===== config.mk =====
export PLATFORM = sky130hd
export DESIGN_NAME = sensor_avg_filter_flat
export DESIGN_NICKNAME = d
export VERILOG_FILES = /design/src/rtl/sensor_avg_filter_if.sv /design/src/rtl/sensor_avg_filter.sv /design/src/flat_wrapper.sv
export SDC_FILE = /design/constraint.sdc
export NUM_CORES = 1
export LEC_CHECK = 0
export ABC_AREA = 1
export BUFFER_PORTS_ARGS = -buffer_cell sky130_fd_sc_hd__buf_2
export CELL_PAD_IN_SITES_DETAIL_PLACEMENT = 0
export CELL_PAD_IN_SITES_GLOBAL_PLACEMENT = 1
export CORE_MARGIN = 5
export CORE_UTILIZATION = 47
export CTS_BUF_LIST = sky130_fd_sc_hd__clkbuf_4
export DETAILED_ROUTE_END_ITERATION = 6
export PLACE_DENSITY = 0.82
export SKIP_LAST_GASP = 1
export SYNTH_ARGS = -nofsm -noshare
export SYNTH_HDL_FRONTEND = slang
export SYNTH_SLANG_ARGS = --single-unit

===== constraint.sdc =====
create_clock -name clk -period 3.5 [get_ports clk]
set_clock_uncertainty 0.1 [all_clocks]
set_input_delay 0.175 -clock clk [delete_from_list [all_inputs] [get_ports clk]]
set_output_delay 0.175 -clock clk [all_outputs]
set_load 0.02 [all_outputs]

===== src/rtl/sensor_avg_filter_if.sv =====
// Sample-packet bus between a sensor readout block and the averaging filter.
// The producer side drives samples in; the filter side returns filtered packets.
interface sensor_avg_filter_if #(
   parameter int W  = 8,
   parameter int CH = 1
);
   logic            in_valid;
   logic [CH*W-1:0] in_data;
   logic            out_valid;
   logic [CH*W-1:0] out_data;
   logic            out_warm;

   modport master (
      output in_valid, in_data,
      input  out_valid, out_data, out_warm
   );

   modport slave (
      input  in_valid, in_data,
      output out_valid, out_data, out_warm
   );
endinterface


===== src/rtl/sensor_avg_filter.sv =====
// Multi-lane moving-average filter: running sum per lane plus a shared circular
// history pointer, shift divide with optional rounding, prime, bypass and flush.
//
// state | meaning
// EMPTY | no samples since reset/clear; next sample may prime the window
// FILL  | window partly filled with real samples, output zero-biased
// FULL  | window holds DEPTH real samples (or was primed), out_warm held high
module sensor_avg_filter #(
   parameter int W          = 8,
   parameter int CH         = 1,
   parameter int LOG2_DEPTH = 2,
   parameter int ROUND      = 0,
   parameter int PRIME      = 0
) (
   input  logic              clk,
   input  logic              rst,
   input  logic              clear,
   input  logic              bypass,
   sensor_avg_filter_if.slave bus
);
   localparam int DEPTH = 1 << LOG2_DEPTH;
   localparam int SW    = W + LOG2_DEPTH;
   localparam logic [SW:0]           HALF     = (ROUND != 0) ? (SW+1)'(DEPTH / 2) : '0;
   localparam logic [LOG2_DEPTH-1:0] PTR_ONE  = LOG2_DEPTH'(1);
   localparam logic [LOG2_DEPTH:0]   CNT_ONE  = (LOG2_DEPTH+1)'(1);
   localparam logic [LOG2_DEPTH:0]   CNT_FULL = (LOG2_DEPTH+1)'(DEPTH);

   typedef enum logic [1:0] {EMPTY, FILL, FULL} state_t;

   state_t                state;
   logic [LOG2_DEPTH-1:0] wptr;
   logic [LOG2_DEPTH:0]   count;
   logic [SW-1:0]         sum      [CH];
   logic [W-1:0]          hist     [CH][DEPTH];
   logic [SW-1:0]         sum_next [CH];
   logic [SW:0]           rnd      [CH];
   logic [CH*W-1:0]       avg_data;

   // sum never drops below the evicted entry, so the subtraction cannot wrap
   always_comb begin
      avg_data = '0;
      for (int c = 0; c < CH; c++) begin
         sum_next[c] = sum[c] + SW'(bus.in_data[c*W +: W]) - SW'(hist[c][wptr]);
         rnd[c]      = {1'b0, sum_next[c]} + HALF;
         avg_data[c*W +: W] = W'(rnd[c] >> LOG2_DEPTH);
      end
   end

   always_ff @(posedge clk) begin
      if (rst) begin
         state         <= EMPTY;
         wptr          <= '0;
         count         <= '0;
         bus.out_valid <= 1'b0;
         bus.out_data  <= '0;
         bus.out_warm  <= 1'b0;
         for (int c = 0; c < CH; c++) begin
            sum[c] <= '0;
            for (int d = 0; d < DEPTH; d++) hist[c][d] <= '0;
         end
      end else if (clear) begin
         state         <= EMPTY;
         wptr          <= '0;
         count         <= '0;
         bus.out_valid <= 1'b0;
         bus.out_warm  <= 1'b0;
         for (int c = 0; c < CH; c++) begin
            sum[c] <= '0;
            for (int d = 0; d < DEPTH; d++) hist[c][d] <= '0;
         end
      end else begin
         bus.out_valid <= bus.in_valid;
         if (bus.in_valid) begin
            wptr         <= wptr + PTR_ONE;
            bus.out_data <= bypass ? bus.in_data : avg_data;
            for (int c = 0; c < CH; c++) begin
               sum[c]        <= sum_next[c];
               hist[c][wptr] <= bus.in_data[c*W +: W];
            end
            unique case (state)
               EMPTY: begin
                  if (PRIME != 0) begin
                     // priming replicates the first sample across the whole window
                     for (int c = 0; c < CH; c++) begin
                        sum[c] <= SW'(bus.in_data[c*W +: W]) << LOG2_DEPTH;
                        for (int d = 0; d < DEPTH; d++) hist[c][d] <= bus.in_data[c*W +: W];
                     end
                     bus.out_data <= bus.in_data;
                     bus.out_warm <= 1'b1;
                     count        <= CNT_FULL;
                     state        <= FULL;
                  end else begin
                     count <= CNT_ONE;
                     if (DEPTH == 1) begin
                        bus.out_warm <= 1'b1;
                        state        <= FULL;
                     end else begin
                        state <= FILL;
                     end
                  end
               end
               FILL: begin
                  count <= count + CNT_ONE;
                  if (count + CNT_ONE == CNT_FULL) begin
                     bus.out_warm <= 1'b1;
                     state        <= FULL;
                  end
               end
               default: ;
            endcase
         end
      end
   end
endmodule


===== src/flat_wrapper.sv =====
// flat-port wrapper written by rule: the top's interface ports become plain ports
module sensor_avg_filter_flat 
#(
   parameter int W          = 8,
   parameter int CH         = 1,
   parameter int LOG2_DEPTH = 2,
   parameter int ROUND      = 0,
   parameter int PRIME      = 0
)
  (clk, rst, clear, bypass, bus_in_valid, bus_in_data, bus_out_valid, bus_out_data, bus_out_warm);
  sensor_avg_filter_if #(.W(W), .CH(CH)) bus_i ();
  input  logic clk;
  input  logic rst;
  input  logic clear;
  input  logic bypass;
  input wire logic [$bits(bus_i.in_valid)-1:0] bus_in_valid;
  input wire logic [$bits(bus_i.in_data)-1:0] bus_in_data;
  output wire logic [$bits(bus_i.out_valid)-1:0] bus_out_valid;
  output wire logic [$bits(bus_i.out_data)-1:0] bus_out_data;
  output wire logic [$bits(bus_i.out_warm)-1:0] bus_out_warm;
  assign bus_i.in_valid = bus_in_valid;
  assign bus_i.in_data = bus_in_data;
  assign bus_out_valid = bus_i.out_valid;
  assign bus_out_data = bus_i.out_data;
  assign bus_out_warm = bus_i.out_warm;
  sensor_avg_filter #(.W(W), .CH(CH), .LOG2_DEPTH(LOG2_DEPTH), .ROUND(ROUND), .PRIME(PRIME)) u_core (.clk(clk), .rst(rst), .clear(clear), .bypass(bypass), .bus(bus_i));
endmodule

==> metrics.cfg, run 1 <==
[run_status]
status = finished clean

[worst_setup_path]
cp_slowest_stage_delay_ns = 0.48
critical_path_buf_inv_count = 2
criticalPathCategory = reg -> reg
timing.critical_path.slowest_stage_cell = sky130_fd_sc_hd__fa_1
worst_ep_required_time_ns = 3.55
path_max_fanout = 20
worst_r2r_path_depth = 13
crit_chain = clkinvlp_4 > o21ai_0 > o22ai_1 > fa_1 > inv_1 > ha_1 > nand2_1 > nand3_1 > nand2_1 > nand2_1 > or2_2 > nand2_1 > nor2_1
worst_path_most_repeated_cell = sky130_fd_sc_hd__nand2_1
worstSetupStartpointType = flip-flop
cp_top_family = adder cells
critPathArrivalTime_ns = 3.11
timing.critical_path.to_type = flip-flop
worst-path-stages = 13

[synthesis]
syn-mean-instance-area_um2 = 8.11
synth_seq_cells = 59
synthDominantAreaCellType = sky130_fd_sc_hd__dfxtp_1
synth_area_leaders = sky130_fd_sc_hd__dfxtp_1, sky130_fd_sc_hd__edfxtp_1, sky130_fd_sc_hd__inv_1
syn_area_um2 = 3200
synth.net_count = 431
yosysTopAreaCellShare_pct = 25.7
synth_cell_type_count = 32
seq_area_frac_synth_pct = 42.6
synthesized_netlist_cell_count = 394
ys.warnings.count = 0

[sta]
timing.final.ws_setup_ns = 0.446
post-route-period-util_pct = 87.3
timing.final.max_slew_violations = 0
setup_total_negative_slack_ns = 0
grt_setup_unrepaired = false
max_slew_margin_vs_limit_pct = 64.1
timing.final.hold_violations = 0
worstMarginPinSlew_ns = 0.537
final_period_minus_worst_setup_slack_ns = 3.05
highest_clock_rate_ghz = 0.327
setup_violations = 0

[global_routing]
grt_remaining_overflow = 0
vias_in_the_first_global_route = 2692
largest_net_degree_at_the_start_of_global_routing = 31
antenna_found_initial = 0
grt_usage_pct = 19.1
wire_length_of_the_first_global_routing_pass_mm = 12.7

[cells_and_area]
num_antenna_cells = 0
final_nets = 464
final_cell_area_um2 = 3610
final_layout_size_suffix_gt1_share_pct = 14.1
area_growth_pct = 13.1
utilization_pct = 53.8

[placement]
post_placement_cell_area_um2 = 3360
hpwl_mm = 5.35
numPortBuffers = 22
dpl_worst_slack_ns = 0.257
place_congestion = 0.854

[min_path]
timing.hold.worst_path_depth = 3
worstHoldPathType = in -> reg

[floorplanning]
design.portCount = 23
initial_utilization_pct = 47.6
die_h_um = 92.5
die_w_um = 92.5
floorplan.core_area_um2 = 6720
core.rowCount = 30
dieArea_um2 = 8550

[routing]
detailedRoute.firstPassIterationCount = 4
drt_drc_violations_left = 0
wl_final_mm = 7.44
route.detailed.vias_per_inst = 5.31
first_iter_violations = 120
routed_wire_length_per_instance_um = 14.5
route.antenna.remaining_nets = 0
route.vias.total = 2720

[power_and_ir_drop]
power_frac_clock_pct = 30.8
combinationalPowerShare_pct = 28.2
seq_power_share_pct = 41.0
switchingPower_uw = 602
peakVddDrop_mv = 0.335
leakage_nw = 1.76
finalPower_mw = 1.83
swShare_pct = 32.9
areal_power_density_over_the_cells_nw_per_um2 = 507
p_int_mw = 1.23

[clocking]
cts_num_sinks = 59
cts_made_buffers = 9
postCtsSetupBuffers = 0
tritoncts = done
clk_pin_slew_ns = 0.10
clk_latency_ns = 0.40
clock_path_buffers = 2
cts_max_level = 3
root_buffer = sky130_fd_sc_hd__clkbuf_4

[job]
maxCapViolCount = 0

-- cell usage after synthesis, drive strengths merged --
cell type / count
clkbuf: 5
a21oi: 45
fa: 8
clkinv: 2
buf: 6
nand3: 22
edfxtp: 18
ha: 16
inv: 68
o211a: 1
nand4: 1
or2: 1
o22ai: 8
o21ai: 50
xor2: 3
o21a: 1
nor2: 37
xnor2: 2
dfxtp: 41
nand2: 59
-- final timing paths --
check / startpoint / endpoint / slack [ns]
hold reg to reg: u_core.bus.out_warm / u_core.bus.out_warm / 0.35
setup / recovery: u_core.wptr[0] / u_core.sum[0][5] / 0.45
setup reg to reg: u_core.wptr[0] / u_core.sum[0][5] / 0.45
hold / removal: bus_in_data[0] / u_core.hist[0][16] / 0.008
-- state kept, by name, summed over array words and instances (netlist names) --
| register | flops |
|---|---|
| u_core.hist | 32 |
| u_core.sum | 10 |
| u_core.bus.out_data | 8 |
| u_core.count | 3 |
| u_core.state | 2 |
| u_core.wptr | 2 |
| u_core.bus.out_valid | 1 |
| u_core.bus.out_warm | 1 |
-- layout by cell type, fill, tap and decap left out, drive strengths merged --
master | synthesis | routed
o21a | 1 | 1
inv | 68 | 68
fa | 8 | 8
o21ai | 50 | 50
buf | 6 | 25
xor2 | 3 | 3
clkinvlp | 0 | 2
nand4 | 1 | 1
o22ai | 8 | 8
edfxtp | 18 | 18
nor2 | 37 | 37
o211a | 1 | 1
bufinv | 0 | 2
dlygate4sd3 | 0 | 8
nand3 | 22 | 22
a21oi | 45 | 45
ha | 16 | 16
clkinv | 2 | 3
or2 | 1 | 1
clkbuf | 5 | 11
xnor2 | 2 | 2
dfxtp | 41 | 41
nand2 | 59 | 59
-- metrics by stage --
step / cells / hold WS (ns)
after global routing: 512 / 0.00181
after detailed placement: 488 / 0.338
after CTS: 512 / 0.00318
after floorplan: 394 / 0.144
final: 512 / 0.00809
after global placement: 488 / 0.337
-- worst reg2reg max path: stages (launching register included) --
cell	delay (ns)
sky130_fd_sc_hd__dfxtp_1	0.39
sky130_fd_sc_hd__clkinvlp_4	0.30
sky130_fd_sc_hd__o21ai_0	0.25
sky130_fd_sc_hd__o22ai_1	0.12
sky130_fd_sc_hd__fa_1	0.48
sky130_fd_sc_hd__inv_1	0.04
sky130_fd_sc_hd__ha_1	0.35
sky130_fd_sc_hd__nand2_1	0.12
sky130_fd_sc_hd__nand3_1	0.14
sky130_fd_sc_hd__nand2_1	0.09
sky130_fd_sc_hd__nand2_1	0.06
sky130_fd_sc_hd__or2_2	0.29
sky130_fd_sc_hd__nand2_1	0.06
sky130_fd_sc_hd__nor2_1	0.03
-- kinds of logic (layout without fill, tap and decap cells) --
kind of cell,count (synthesis),after routing,synth area share (%)
xor+xnor,5,5,1.37
compound gates,105,105,17.6
flops,59,59,42.6
fa+ha+maj,24,24,11.3
simple gates,120,120,16.7
buf+inv,81,119,10.5
-- routing by layer --
metal,wire [um],vias up,GRT usage [%]
met1,3330,1286,24.2
li1,-,1358,-
met2,3610,67,32.1
met3,381,9,3.49
met4,119,0,8.04
met5,0,-,0
-- repair_timing --
| item | in CTS | in global routing |
|---|---|---|
| endpoints found under the hold margin | 19 | 0 |
| hold buffers | 8 | 0 |
| endpoints found under the setup margin | 0 | 3 |
| resized for setup | 0 | 3 |
-- layout make-up --
type,instances,area [um2]
Multi-Input combinational cell,254,1500
Sequential cell,59,1360
Inverter,70,278
Clock buffer,11,82.6
Tap cell,80,100
Fill cell,688,3110
Clock inverter,5,78.8
Timing Repair Buffer,33,213
-- power by group through the flow --
stage / registers, mW / clock network (mW) / logic (mW)
detailed placement: 0.766 / 0 / 0.508
global route: 0.754 / 0.605 / 0.599
floorplan: 0.774 / 0 / 0.379
global placement: 0.765 / 0 / 0.504
CTS: 0.750 / 0.578 / 0.520
finish: 0.750 / 0.564 / 0.517
Note: power is estimated with default switching activity, not from simulation.
==> run 2, diff against run 1 <==
CELL_PAD_IN_SITES_GLOBAL_PLACEMENT = 2   (was 1)
CORE_UTILIZATION = 38   (was 47)
PLACE_DENSITY = 0.83   (was 0.82)
==> metrics.cfg, run 2 (synthesis gave the netlist of run 1 again) <==
[routing]
route.detailed.vias_per_inst = 4.89  ; was 5.31
wl_met3_um = 310  ; was 381 um
wl_met1_mm = 3.83  ; was 3.33 mm
routed_wire_length_per_instance_um = 14.4  ; was 14.5 um
first_iter_violations = 91  ; was 120
detailedRoute.firstPassIterationCount = 4  ; unchanged
top_routing_layer_used = met4  ; unchanged
route.antenna.remaining_nets = 0  ; unchanged
drt_drc_violations_left = 0  ; unchanged
route.vias.total = 2629  ; was 2,720
wl_final_mm = 7.74  ; was 7.44 mm
met2_routed_wl_mm = 3.51  ; was 3.61 mm

[min_path]
holdCritStartpoint = bus_in_valid  ; was bus_in_data[0]
worst_hold_path.endpoint = u_core.wptr[0]  ; was u_core.hist[0][16]
timing.hold.worst_path_depth = 3  ; unchanged
worstHoldPathType = in -> reg  ; unchanged

[floorplanning]
die_w_um = 102  ; was 92.5 um
dieArea_um2 = 10300  ; was 8550 um2
design.portCount = 23  ; unchanged
initial_utilization_pct = 38.9  ; was 47.6%
core.rowCount = 33  ; was 30
floorplan.core_area_um2 = 8220  ; was 6720 um2
die_h_um = 102  ; was 92.5 um

[sta]
max_slew_margin_vs_limit_pct = 62.2  ; was 64.1%
setup_total_negative_slack_ns = 0  ; unchanged
post-route-period-util_pct = 87.6  ; was 87.3%
final_period_minus_worst_setup_slack_ns = 3.07  ; was 3.05 ns
worstMarginPinSlew_ns = 0.566  ; was 0.537 ns
timing.final.hold_violations = 0  ; unchanged
timing.final.max_slew_violations = 0  ; unchanged
setup_violations = 0  ; unchanged
timing.final.ws_setup_ns = 0.433  ; was 0.446 ns
grt_setup_unrepaired = false  ; unchanged
highest_clock_rate_ghz = 0.326  ; was 0.327 GHz

[cells_and_area]
final_nets = 465  ; was 464
layout_top_registers = u_core.hist (32), u_core.sum (10), u_core.bus.out_data (8)  ; unchanged
num_antenna_cells = 0  ; unchanged
mostFrequentLayoutCells = sky130_fd_sc_hd__inv_1, sky130_fd_sc_hd__nand2_1, sky130_fd_sc_hd__a21oi_1  ; unchanged
multi_input_comb_area_um2 = 1500  ; unchanged
layout_commonest_cell = sky130_fd_sc_hd__inv_1  ; unchanged
num-fill-cells = 861  ; was 688
register_ranked_first_by_flip_flop_count = u_core.hist  ; unchanged
area_growth_pct = 12.6  ; was 13.1%
seqCellArea_um2 = 1360  ; unchanged
largest_reg_flops = 32  ; unchanged
final_cell_count_no_fill = 538  ; was 512
final_layout_size_suffix_gt1_share_pct = 13.6  ; was 14.1%

[clocking]
clock_path_buffers = 2  ; unchanged
cts_num_sinks = 59  ; unchanged
cts_made_buffers = 9  ; unchanged
tritoncts = done  ; unchanged
clk_pin_slew_ns = 0.11  ; was 0.10 ns
root_buffer = sky130_fd_sc_hd__clkbuf_4  ; unchanged
clk_latency_ns = 0.41  ; was 0.40 ns
cts_max_level = 3  ; unchanged

[global_routing]
grt_usage_pct = 16.4  ; was 19.1%
wire_length_of_the_first_global_routing_pass_mm = 12.8  ; was 12.7 mm
antenna_found_initial = 0  ; unchanged
grt_remaining_overflow = 0  ; unchanged
largest_net_degree_at_the_start_of_global_routing = 32  ; was 31
vias_in_the_first_global_route = 2517  ; was 2,692

[worst_setup_path]
worst_ep_required_time_ns = 3.57  ; was 3.55 ns
path_max_fanout = 20  ; unchanged
critPathArrivalTime_ns = 3.14  ; was 3.11 ns
criticalPathCategory = reg -> reg  ; unchanged
worst_r2r_path_depth = 13  ; unchanged
worstSetupStartpointType = flip-flop  ; unchanged
capture_point_of_the_worst_reg_to_reg_path = u_core.sum[0][5]  ; unchanged
regToRegStartpoint = u_core.wptr[0]  ; unchanged
rrSetupSlack_ns = 0.43  ; was 0.45 ns
timing.critical_path.to_type = flip-flop  ; unchanged

[placement]
hpwl_mm = 5.56  ; was 5.35 mm
numPortBuffers = 22  ; unchanged
place.detailed.instances = 513  ; was 488
dpl_worst_slack_ns = 0.206  ; was 0.257 ns
place_congestion = 0.750  ; was 0.854

[power_and_ir_drop]
areal_power_density_over_the_cells_nw_per_um2 = 468  ; was 507 nW/um2
peakVddDrop_mv = 0.173  ; was 0.335 mV
finalPower_mw = 1.68  ; was 1.83 mW
leakage_nw = 1.74  ; was 1.76 nW

[run_status]
status = finished clean  ; unchanged

[job]
maxCapViolCount = 0  ; unchanged

[run 2: cell count changes in the layout (fill, tap and decap cells not counted)]
cell | previous run | this run
sky130_fd_sc_hd__bufinv_16 | 2 | 0
sky130_fd_sc_hd__clkinv_1 | 0 | 2
sky130_fd_sc_hd__inv_4 | 1 | 3
sky130_fd_sc_hd__clkbuf_4 | 11 | 10
sky130_fd_sc_hd__clkinv_4 | 1 | 0
sky130_fd_sc_hd__dlygate4sd3_1 | 8 | 9
[run 2: cell type report]
type | instances | area share (%)
clock inverters | 6 | 0.834
well taps | 105 | 3.65
multi-input cells | 254 | 41.7
flip-flops and latches | 59 | 37.9
inverters | 70 | 7.72
clock buffers | 10 | 2.09
repair buffers | 34 | 6.19
[run 2: per-stage QoR]
stage	utilization (%)	hold slack (ns)	instance area, um2
6_report	43.8	0.0230	3600
5_1_grt	43.8	0.0344	3600
4_1_cts	43.7	0.00802	3590
3_5_place_dp	41.3	0.340	3390
3_3_place_gp	41.3	0.336	3390
2_1_floorplan	-	0.144	3200
[run 2: timing repair]
action	4_1_cts	5_1_grt
setup buffers	0	0
hold buffers	9	0
resized for setup	0	3
endpoints found under the hold margin	26	0
setup endpoints to repair	0	6
[run 2: worst max-delay path by stage]
| stage | startpoint | to | slack (ns) | cells after the start |
|---|---|---|---|---|
| after floorplan | u_core.wptr[0] | u_core.sum[0][5] | 0.57 | 14 |
| after global placement | u_core.wptr[1] | u_core.sum[0][5] | 0.24 | 13 |
| after detailed placement | u_core.wptr[1] | u_core.sum[0][5] | 0.21 | 13 |
| after CTS | u_core.wptr[1] | u_core.sum[0][5] | 0.19 | 13 |
| after global routing | u_core.wptr[0] | u_core.sum[0][5] | 0.13 | 13 |
| final | u_core.wptr[0] | u_core.sum[0][5] | 0.43 | 13 |
[run 2: worst max-delay path, cell delays in order, from the launching register on]
cell and delay (ns):
sky130_fd_sc_hd__dfxtp_1 0.39, sky130_fd_sc_hd__clkinvlp_4 0.30, sky130_fd_sc_hd__o21ai_0 0.26, sky130_fd_sc_hd__o22ai_1 0.11
sky130_fd_sc_hd__fa_1 0.49, sky130_fd_sc_hd__inv_1 0.05, sky130_fd_sc_hd__ha_1 0.35, sky130_fd_sc_hd__nand2_1 0.11
sky130_fd_sc_hd__nand3_1 0.13, sky130_fd_sc_hd__nand2_1 0.09, sky130_fd_sc_hd__nand2_1 0.06, sky130_fd_sc_hd__or2_2 0.29
sky130_fd_sc_hd__nand2_1 0.06, sky130_fd_sc_hd__nor2_1 0.03
[run 2: layer usage]
metal  track usage, %  vias to the layer above
li1                 -                     1358
met1             22.5                     1219
met2             25.7                       44
met3             3.79                        8
met4             5.32                        0
met5                0                        -
[run 2: where the power goes]
group	switching, mW	total, mW	internal (mW)
sequential	0.0122	0.750	0.738
clock	0.272	0.420	0.148
combinational	0.326	0.513	0.188
